**src/rtl/z_rr_mux_reg.sv**
```systemverilog
// z_rr_mux_reg: NUM_CH-to-1 valid/ready multiplexer with a single registered output stage.
// The channel is picked by `sel` (mode=0) or by a round-robin search after the last winner (mode=1).
module z_rr_mux_reg #(
  parameter int WIDTH  = 8,
  parameter int NUM_CH = 4,
  parameter int SEL_W  = 2
) (
  input  logic                    clk,
  input  logic                    rst_n,
  input  logic [NUM_CH*WIDTH-1:0] in_data,
  input  logic [NUM_CH-1:0]       in_valid,
  output logic [NUM_CH-1:0]       in_ready,
  input  logic                    mode,
  input  logic [SEL_W-1:0]        sel,
  output logic [WIDTH-1:0]        out_data,
  output logic [SEL_W-1:0]        out_ch,
  output logic                    out_valid,
  input  logic                    out_ready
);

  logic [WIDTH-1:0]        out_data_r;
  logic [SEL_W-1:0]        out_ch_r;
  logic                    out_valid_r;
  logic [SEL_W-1:0]        last_r;

  logic                    can_load_s;
  logic                    grant_vld_s;
  logic [SEL_W-1:0]        grant_s;
  logic [NUM_CH-1:0]       in_ready_s;
  logic                    xfer_in_s;
  logic [NUM_CH*WIDTH-1:0] data_shift_s;
  logic [WIDTH-1:0]        grant_data_s;

  // Channel grant: fixed index match, or first valid channel after last_r with wrap-around.
  always_comb begin : grant_comb
    int                idx_v;
    logic [NUM_CH-1:0] vshift_v;
    logic              hit_v;
    idx_v       = 0;
    vshift_v    = {NUM_CH{1'b0}};
    hit_v       = 1'b0;
    grant_s     = {SEL_W{1'b0}};
    grant_vld_s = 1'b0;
    if (mode == 1'b0) begin
      // An out-of-range sel matches no channel and therefore yields no grant.
      for (int i = 0; i < NUM_CH; i++) begin
        hit_v       = (sel == SEL_W'(i)) && in_valid[i];
        grant_s     = hit_v ? SEL_W'(i) : grant_s;
        grant_vld_s = grant_vld_s | hit_v;
      end
    end else begin
      // The search ends at last_r itself, so a lone requester keeps winning.
      for (int k = 1; k <= NUM_CH; k++) begin
        idx_v       = (int'(last_r) + k) % NUM_CH;
        vshift_v    = in_valid >> idx_v;
        hit_v       = vshift_v[0] && !grant_vld_s;
        grant_s     = hit_v ? SEL_W'(idx_v) : grant_s;
        grant_vld_s = grant_vld_s | hit_v;
      end
    end
  end

  // Handshake: ready only to the granted channel when the output stage can accept a word.
  always_comb begin : ready_comb
    can_load_s = !out_valid_r || out_ready;
    in_ready_s = {NUM_CH{1'b0}};
    for (int i = 0; i < NUM_CH; i++) begin
      in_ready_s[i] = can_load_s && grant_vld_s && (grant_s == SEL_W'(i));
    end
    xfer_in_s    = |(in_valid & in_ready_s);
    data_shift_s = in_data >> (int'(grant_s) * WIDTH);
    grant_data_s = data_shift_s[WIDTH-1:0];
  end

  // Output register and round-robin pointer; reset discards any in-flight word.
  always_ff @(posedge clk) begin
    if (!rst_n) begin
      out_valid_r <= 1'b0;
      out_data_r  <= {WIDTH{1'b0}};
      out_ch_r    <= {SEL_W{1'b0}};
      last_r      <= SEL_W'(NUM_CH - 1);
    end else begin
      if (xfer_in_s) begin
        out_valid_r <= 1'b1;
        out_data_r  <= grant_data_s;
        out_ch_r    <= grant_s;
      end else if (out_valid_r && out_ready) begin
        out_valid_r <= 1'b0;
      end else begin
        out_valid_r <= out_valid_r;
      end
      // Fixed-mode transfers leave the round-robin history untouched.
      if (xfer_in_s && mode) begin
        last_r <= grant_s;
      end else begin
        last_r <= last_r;
      end
    end
  end

  assign in_ready  = in_ready_s;
  assign out_data  = out_data_r;
  assign out_ch    = out_ch_r;
  assign out_valid = out_valid_r;

endmodule
```
**config.mk**
```make
export PLATFORM = sky130hd
export DESIGN_NAME = z_rr_mux_reg
export DESIGN_NICKNAME = d
export VERILOG_FILES = /design/src/rtl/z_rr_mux_reg.sv
export SDC_FILE = /design/constraint.sdc
export NUM_CORES = 1
export LEC_CHECK = 0
export ABC_CLOCK_PERIOD_IN_PS = 1970
export BUFFER_PORTS_ARGS = -buffer_cell sky130_fd_sc_hd__buf_2
export CAP_MARGIN = 20
export CORE_MARGIN = 1
export CORE_UTILIZATION = 40
export DETAILED_ROUTE_END_ITERATION = 8
export PLACE_DENSITY = 0.76
export SYNTH_ARGS = -nofsm -noshare
export SYNTH_HDL_FRONTEND = slang
export SYNTH_SLANG_ARGS = --single-unit
```
**constraint.sdc**
```tcl
create_clock -name clk -period 1.97 [get_ports clk]
set_input_delay 0.394 -clock clk [delete_from_list [all_inputs] [get_ports clk]]
set_output_delay 0.394 -clock clk [all_outputs]
set_load 0.02 [all_outputs]
```
# Yosys cells after proc, flatten, opt, wreduce, memory -nomap -nowiden
# Cells that the tools add are included.
[word_totals]
regBits = 13
output_inout_bits = 15
elab_cells = 68
[op_classes]
n_reduce_logical = 27
n_bitwise = 11
addsub = 4
muxes = 11
n_eq_ne = 6
shifts = 5
[op_table]
columns = ["operator", "n"]
rows = [
  ["$shr A4 B32 Y1", 4],
  ["$shr A32 B5 Y8", 1],
  ["$logic_and A1 B1 Y1", 14],
  ["$mux W2", 7],
  ["$eq A2 B2 Y1 const B", 4],
  ["$reduce_or A2 Y1", 4],
  ["$or A1 B1 Y1", 6],
  ["$add A2 B1 Y2 const B", 2],
  ["$add A2 B2 Y2 const B", 2],
  ["$and A1 B1 Y1 const A", 4],
  ["$and A4 B4 Y4", 1],
  ["$eq A2 B1 Y1 const B", 2],
  ["$logic_not A1 Y1", 4],
  ["$logic_not A2 Y1", 2],
  ["$mux W1", 4],
  ["$reduce_or A4 Y1", 1],
  ["$reduce_bool A2 Y1", 1],
  ["$logic_or A1 B1 Y1", 1],
]

# Logic depth before layout (Yosys ltp)
# Gate-level depths: netlist of the first run.
[depth]
ltp_word = 19
ltp_mapped = 7
depth_no_buf = 5

# Worst setup path after synthesis of the first run
# Ideal clock, no wire load.
[synth_path]
path_type = "input-to-output"
from = "in in_valid[1]"
to = "out in_ready[2]"
arrival_ps = 1921
path_slack_ps = -345
t_required_ps = 1576
n_path_buf = 1
path_stages = 5
cell_sequence = "or3b_1 -> a31o_1 -> o221ai_4 -> buf_6 -> nor3b_1"
[synth_between]
elab_chain_len = 13
word_cells_on_any_way = 29
classes_between = "eq/ne (1); shift (4); mux (9); bitwise (6); reduce/logical (9)"
[synth_lines]
columns = ["element", "line", "text"]
rows = [
  ["start, declared", "11", "input logic [NUM_CH-1:0] in_valid,"],
  ["$shr A4 B32 Y1", "55", "vshift_v = in_valid >> idx_v;"],
  ["$logic_not A1 Y1", "56", "hit_v = vshift_v[0] && !grant_vld_s;"],
  ["$logic_and A1 B1 Y1", "56", ""],
  ["$or A1 B1 Y1", "58", "grant_vld_s = grant_vld_s | hit_v;"],
  ["$logic_not A1 Y1", "56", ""],
  ["$logic_and A1 B1 Y1", "56", ""],
  ["$or A1 B1 Y1", "58", ""],
  ["$logic_not A1 Y1", "56", ""],
  ["$logic_and A1 B1 Y1", "56", ""],
  ["$mux W2 or $or A1 B1 Y1 (tied branches)", "57, 58", ""],
  ["$mux W2 or $mux W1 (tied branches)", "44", "if (mode == 1'b0) begin"],
  ["$eq A2 B2 Y1 or $logic_and A1 B1 Y1 (tied branches)", "68", "in_ready_s[i] = can_load_s && grant_vld_s && (grant_s == SEL_W'(i));"],
  ["$logic_and A1 B1 Y1 *", "68", ""],
  ["end, declared", "12", "output logic [NUM_CH-1:0] in_ready,"],
]
# Mark *: on every way between the ends. The rest lies on a longest branch, timed or not.

# Worst setup path after layout of the first run
[layout_path]
from = "reg last_r[0]"
to = "out in_ready[2]"
[layout_between]
elab_chain_len = 16
word_cells_on_any_way = 34
classes_between = "add/sub (4); eq/ne (1); shift (4); mux (6); bitwise (7); reduce/logical (12)"
[layout_lines]
columns = ["element", "line", "text"]
rows = [
  ["start, declared", "24", "logic [SEL_W-1:0] last_r;"],
  ["start signal, assigned", "81", "last_r <= SEL_W'(NUM_CH - 1);"],
  ["start signal, assigned", "94", "last_r <= grant_s;"],
  ["start signal, assigned", "96", "last_r <= last_r;"],
  ["$add A2 B1 Y2", "54", "idx_v = (int'(last_r) + k) % NUM_CH;"],
  ["$reduce_or A2 Y1 (no line)", "n/a", ""],
  ["$and A1 B1 Y1 (no line)", "n/a", ""],
  ["$shr A4 B32 Y1", "55", ""],
  ["$logic_not A1 Y1", "56", ""],
  ["$logic_and A1 B1 Y1", "56", ""],
  ["$or A1 B1 Y1", "58", ""],
  ["$logic_not A1 Y1", "56", ""],
  ["$logic_and A1 B1 Y1", "56", ""],
  ["$or A1 B1 Y1", "58", ""],
  ["$logic_not A1 Y1", "56", ""],
  ["$logic_and A1 B1 Y1", "56", ""],
  ["$mux W2 or $or A1 B1 Y1 (tied branches)", "57, 58", ""],
  ["$mux W2 or $mux W1 (tied branches)", "44", ""],
  ["$eq A2 B2 Y1 or $logic_and A1 B1 Y1 (tied branches)", "68", ""],
  ["$logic_and A1 B1 Y1 *", "68", ""],
]
# Marks and branches as above.

==> results of run 1 <==
-- stage by stage --
step                      power (W)  setup TNS (ps)  cells  utilization [%]  hold slack, ps
after global routing       0.001026           -1790    208            65.30           330.3
after floorplan           0.0005956          -210.0    103                -           455.9
after CTS                 0.0009173           -1174    205            60.86           332.2
final                     0.0009728          -886.0    208            65.30           335.5
after detailed placement  0.0007353           -2951    201            58.79           442.3
after global placement    0.0007236           -2296    201            58.79           444.4
-- layer usage --
metal / share of wire [%] / global-route usage, % / up-vias
li1: - / - / 544
met1: 44 / 22.24 / 506
met2: 49 / 37.71 / 49
met3: 5.4 / 2.874 / 5
met4: 1.5 / 10.96 / 0
met5: 0 / 0 / -
-- sequential cells by signal, indices dropped and copies added, names as in the netlist --
name and count:
out_ch 2, last_r 2, out_valid 1, out_data 8
-- worst max-delay path by stage --
stage	from	end	slack [ps]
5_1_grt	last_r[0]	in_ready[2]	-320
6_report	last_r[0]	in_ready[2]	-230
3_3_place_gp	in_valid[2]	in_ready[1]	-230
2_1_floorplan	in_valid[1]	in_ready[2]	-90
4_1_cts	last_r[0]	in_ready[2]	-240
3_5_place_dp	in_valid[1]	out_data[3]	-310
-- worst max-delay path, cell delays in order, from the launching register on --
cell and delay (ps):
dfxtp_4 370, or3b_1 340, a31o_1 240, o221ai_4 200, nor3b_4 230, buf_6 140
-- cells in the final DEF (no fill, tap or decap), types with 2 or more instances in the layout --
master and count:
nand2b_1 2, and2_4 2, mux2i_1 6, buf_4 19
buf_2 52, buf_6 3, nor3_1 2, mux2_2 2
nand3_1 3, o221ai_2 9, and2b_2 2, nand2_1 11
clkbuf_4 3, a21oi_1 4, dfxtp_1 11, nor2_1 4
mux2i_2 11
-- repair_timing --
action	CTS	global route
setup buffers	0	2
endpoints found under the setup margin	12	12
gates cloned	0	1
endpoints found under the hold margin	0	0
hold buffers	0	0
resized for setup	10	19
pin swaps	2	1
-- cell families (layout without fill, tap and decap cells) --
family / after synthesis / in the layout / synth area share [%]
buffers and inverters: 6 / 81 / 5.951
DFF: 13 / 13 / 24.76
and+or+nand+nor: 43 / 43 / 25.48
muxes: 21 / 21 / 21.90
AOI/OAI and AO/OA: 20 / 20 / 21.91
-- cell type report --
class                   instances  area (um2)  share of cell area, %
multi-input cells              84       803.3                  49.65
well taps                      30       37.54                  2.320
repair buffers                 76       481.7                  29.78
clock buffers                   4       26.28                  1.624
flip-flops and latches         13       265.3                  16.40
inverters                       1       3.754                 0.2320
-- power groups by stage --
| stage | clock [W] | combinational [W] | sequential (W) |
|---|---|---|---|
| CTS | 0.000174 | 0.000423 | 0.000320 |
| global placement | 0 | 0.000400 | 0.000324 |
| finish | 0.000171 | 0.000481 | 0.000321 |
| floorplan | 0 | 0.000241 | 0.000355 |
| global route | 0.000189 | 0.000513 | 0.000324 |
| detailed placement | 0 | 0.000411 | 0.000324 |
==> impl_metrics.py, run 1 <==
metrics = {
    "placed_design": {
        "gp_congestion": 0.8280,
        "port_buffers": 56,
        "pre_cts_slack_ps": -306.4,
        "detailed_place_hpwl_mm": 2.150,
        "dpl_cell_area_um2": 1456,
    },
    "synthesis": {
        "avgSynthCellArea_um2": 10.20,
        "yosysSeqAreaShare_pct": 24.76,
        "synth_edf_count": 0,
        "ys_ff_latch": 13,
        "synth_top_area_cell": "dfxtp_1",
        "synthTopCellsByArea": "dfxtp_1 (25%), mux2i_1 (16%), o221ai_2 (13%)",
        "synth_top_cell_area_share_pct": 24.76,
        "synth_cells": 103,
        "synth_fp_nets": 145,
        "yosys.cell_count.top_type": "mux2i_1",
        "synthArstFlopShare_pct": 0,
        "yosysWarnings": 0,
        "synth-main-ff-cell": "dfxtp_1",
        "syn_area_um2": 1051,
        "synthTopCellsByCount": "mux2i_1 (17), dfxtp_1 (13), nand2_1 (11)",
        "synth_cell_type_count": 40,
    },
    "run": {
        "cap_violations": 0,
    },
    "clock_network": {
        "clock_path_buffers": 2,
        "numCtsBuffers": 3,
        "cts-root-buf": "clkbuf_4",
        "h-tree-depth": 1,
        "clk_latency_ps": 290,
        "clk_pin_slew_ps": 90,
        "tritoncts": "yes",
        "cts.sinks": 13,
    },
    "pwr": {
        "power_density_nw_per_um2": 601.3,
        "intPower_w": 0.0006208,
        "clockPowerShare_pct": 17.6,
        "p_leak_nw": 0.7262,
        "p_comb_share_pct": 49.5,
        "switching_share_pct": 36.19,
        "vdd_drop_max_mv": 0.4533,
        "p_seq_share_pct": 33.0,
        "p_switching_w": 0.0003521,
    },
    "detailed_routing": {
        "antenna_left": 0,
        "drtIter0Drc": 15,
        "vias_per_cell": 5.308,
        "vias": 1104,
        "wl_mm": 2.930,
        "route.detailed.drc": 0,
        "drtPass1Iterations": 4,
        "wire_per_inst_um": 14.09,
    },
    "floorplanning": {
        "io_pins": 57,
        "die_area_um2": 2837,
        "row_count": 18,
        "start_util_pct": 42.42,
        "coreArea_um2": 2477,
        "die_w_um": 53.26,
        "die_height_um": 53.26,
    },
    "worst_setup_path": {
        "worstPathRequired_ps": 1580,
        "r2r-start": "last_r[0]",
        "cp-start-kind": "flip-flop",
        "cp_max_fo": 6,
        "crit_arrival_ps": 1810,
        "criticalPathCategory": "flip-flop to output port",
        "r2r_slack_ps": -20,
        "worst_setup_path_end_kind": "output port",
        "worst_r2r_path_depth": 7,
        "r2r-end": "out_data[3]",
    },
    "sta": {
        "finalCritPeriodShare_pct": 111.7,
        "period_minus_slack_ps": 2200,
        "finalHoldViolations": 0,
        "fin_worst_skew_ps": 10.24,
        "max_freq_ghz": 0.4546,
        "rsz0062_at_grt": "true",
        "setup_ws_ps": -229.5,
        "final_max_slew_viol_count": 0,
        "max_slew.worst_pin.slew_ps": 304.2,
        "setup_viol": 7,
        "slew_headroom_pct": 79.72,
    },
    "global_routing": {
        "grt.overflow.total": 0,
        "grt_usage_pct": 20.56,
        "grt_pass1_vias": 1019,
        "grt_first_pass_wirelength_mm": 4.181,
        "antenna_found_initial": 0,
        "grt_max_degree": 18,
    },
    "min_path": {
        "worst_hold_path.num_cells": 2,
        "hp-start": "rst_n",
        "holdPathEnd": "last_r[1]",
        "hold_class": "primary input to flip-flop",
    },
    "finish": {
        "drive_above_1_share_pct": 69.66,
        "design_area_um2": 1618,
        "fillers": 212,
        "fin_nets": 221,
        "area_growth_syn_to_layout_pct": 53.93,
        "antenna_cells": 0,
    },
    "outcome": {
        "violations": "setup timing",
        "status": "finished with violations",
    },
}
No activity file was read; power rests on OpenSTA's default activity.
==> run 2: changes to the inputs <==
--- a/config.mk
+++ b/config.mk
@@ -12,6 +12,7 @@
 export CORE_UTILIZATION = 40
 export DETAILED_ROUTE_END_ITERATION = 8
 export PLACE_DENSITY = 0.76
+export REMOVE_ABC_BUFFERS = 1
 export SYNTH_ARGS = -nofsm -noshare
 export SYNTH_HDL_FRONTEND = slang
 export SYNTH_SLANG_ARGS = --single-unit
==> run 2 against run 1 <==
  * The flow still finishes with violations (setup timing)
  * Global-route usage rose by 0.47 points
  * Maximum frequency fell by 1.2%
  * Design area rose by 8.0%
  * Sequential share of layout area fell by 1.2 points
  * Cell count rose by 1.9%
  * Sequential cell count did not move
  * Clock skew fell by 4.4 ps
  * Hold slack improved by 2.6 ps
  * Critical path depth did not move
  * Largest power group unchanged
  * Highest routed layer unchanged
==> impl_metrics.py, run 2 (synthesis results as in run 1) <==
metrics = {
    "outcome": {
        "status": "finished with violations",
        "violations": "setup timing",
    },
    "placed_design": {
        "dpl_cell_area_um2": 1430,
        "port_buffers": 56,
        "gp_congestion": 0.8261,
        "pre_cts_slack_ps": -247.1,
        "detailed_place_hpwl_mm": 2.131,
    },
    "finish": {
        "final_common_cell": "buf_2",
        "layout_common_cells": "buf_2 (52), buf_4 (23), nand2_1 (11), dfxtp_1 (11)",
        "fillers": 194,
        "drive_above_1_share_pct": 71.43,
        "largest_register_ffs": 8,
        "design_area_um2": 1748,
        "fin_util_pct": 70.56,
        "area_growth_syn_to_layout_pct": 66.31,
        "antenna_cells": 0,
        "fin_nets": 225,
    },
    "clock_network": {
        "hold_buffers": 0,
        "tritoncts": "yes",
        "clock_path_buffers": 2,
        "clk_latency_ps": 280,
        "numCtsBuffers": 3,
        "clk_pin_slew_ps": 90,
        "cts-root-buf": "clkbuf_4",
        "h-tree-depth": 1,
        "cts.sinks": 13,
    },
    "detailed_routing": {
        "drtIter0Drc": 14,
        "wl_mm": 3.250,
        "antenna_left": 0,
        "wire_per_inst_um": 15.33,
        "vias": 1133,
        "route.detailed.drc": 0,
        "drtPass1Iterations": 4,
        "vias_per_cell": 5.344,
    },
    "worst_setup_path": {
        "worstPathRequired_ps": 1580,
        "crit_arrival_ps": 1830,
        "cp_max_fo": 6,
        "worst_setup_path_end_kind": "output port",
        "cp-start-kind": "flip-flop",
        "worst_r2r_path_depth": 8,
        "criticalPathCategory": "flip-flop to output port",
    },
    "pwr": {
        "vdd_drop_max_mv": 0.5536,
        "p_leak_nw": 0.7608,
        "power_density_nw_per_um2": 594.4,
    },
    "floorplanning": {
        "die_height_um": 53.26,
        "coreArea_um2": 2477,
        "start_util_pct": 42.42,
        "row_count": 18,
        "die_w_um": 53.26,
        "die_area_um2": 2837,
        "io_pins": 57,
    },
    "min_path": {
        "hold_class": "primary input to flip-flop",
        "worst_hold_path.num_cells": 2,
    },
    "sta": {
        "slew_headroom_pct": 82.43,
        "fin_worst_skew_ps": 5.830,
        "setup_viol": 12,
        "finalCritPeriodShare_pct": 113.0,
        "rsz0062_at_grt": "true",
        "max_freq_ghz": 0.4492,
        "final_max_slew_viol_count": 0,
        "max_slew.worst_pin.slew_ps": 263.6,
        "period_minus_slack_ps": 2226,
        "finalHoldViolations": 0,
        "setup_ws_ps": -256.1,
    },
    "global_routing": {
        "grt_usage_pct": 21.03,
        "antenna_found_initial": 0,
        "grt.overflow.total": 0,
        "grt_max_degree": 10,
        "grt_pass1_vias": 1005,
        "grt_first_pass_wirelength_mm": 4.284,
    },
    "run": {
        "cap_violations": 0,
    },
}
[run 2: timing repair]
item	CTS	global route
gates resized for setup	22	21
buffers inserted	3	3
gates cloned	0	2
setup endpoints to repair	12	12
pin swaps	1	3
[run 2: final timing paths]
check | slack (ps) | endpoint | start
max | -260 | in_ready[2] | last_r[0]
min | 340 | last_r[1] | rst_n
max reg2reg | -80 | out_data[4] | last_r[0]
min reg2reg | 460 | out_ch[0] | out_ch[0]
[run 2: metal layers]
layer,routed length (um),part of all wire (%),vias up,global-route usage (%)
met3,157,4.8,5,2.299
li1,-,-,557,-
met2,1811,56,46,36.88
met1,1251,38,525,25.35
met5,0,0,-,0
met4,29,0.89,0,9.211
[run 2: layout make-up]
type	instances	area (um2)	area share, %
flip-flops and latches	13	265.3	15.18
clock buffers	3	22.52	1.288
inverters	1	3.754	0.2147
well taps	30	37.54	2.147
clock inverters	1	5.005	0.2863
repair buffers	80	534.3	30.57
multi-input cells	84	879.6	50.32
[run 2: per-stage QoR]
stage                     cells  hold WS, ps  setup TNS (ps)  power (W)
after CTS                   207        324.7           -1105  0.0009395
final                       212        338.2           -1517   0.001039
after detailed placement    200        449.2           -2234  0.0007257
after floorplan              98        455.9           -1920  0.0005654
after global placement      200        442.5           -1769  0.0007131
after global routing        212        332.6           -2681   0.001097
[run 2: power by group]
| group | leakage (nW) | switching (W) | internal (W) |
|---|---|---|---|
| Combinational | 0.636 | 0.000262 | 0.000290 |
| Clock | 0.0177 | 0.0000902 | 0.0000752 |
| Sequential | 0.107 | 0.0000240 | 0.000298 |
[run 2: worst max-delay path, stage by stage (launching register included)]
cell and delay [ps]:
dfxtp_4 380, or3b_1 350, a31o_1 250, o221ai_4 180
nor3b_2 230, buf_4 170
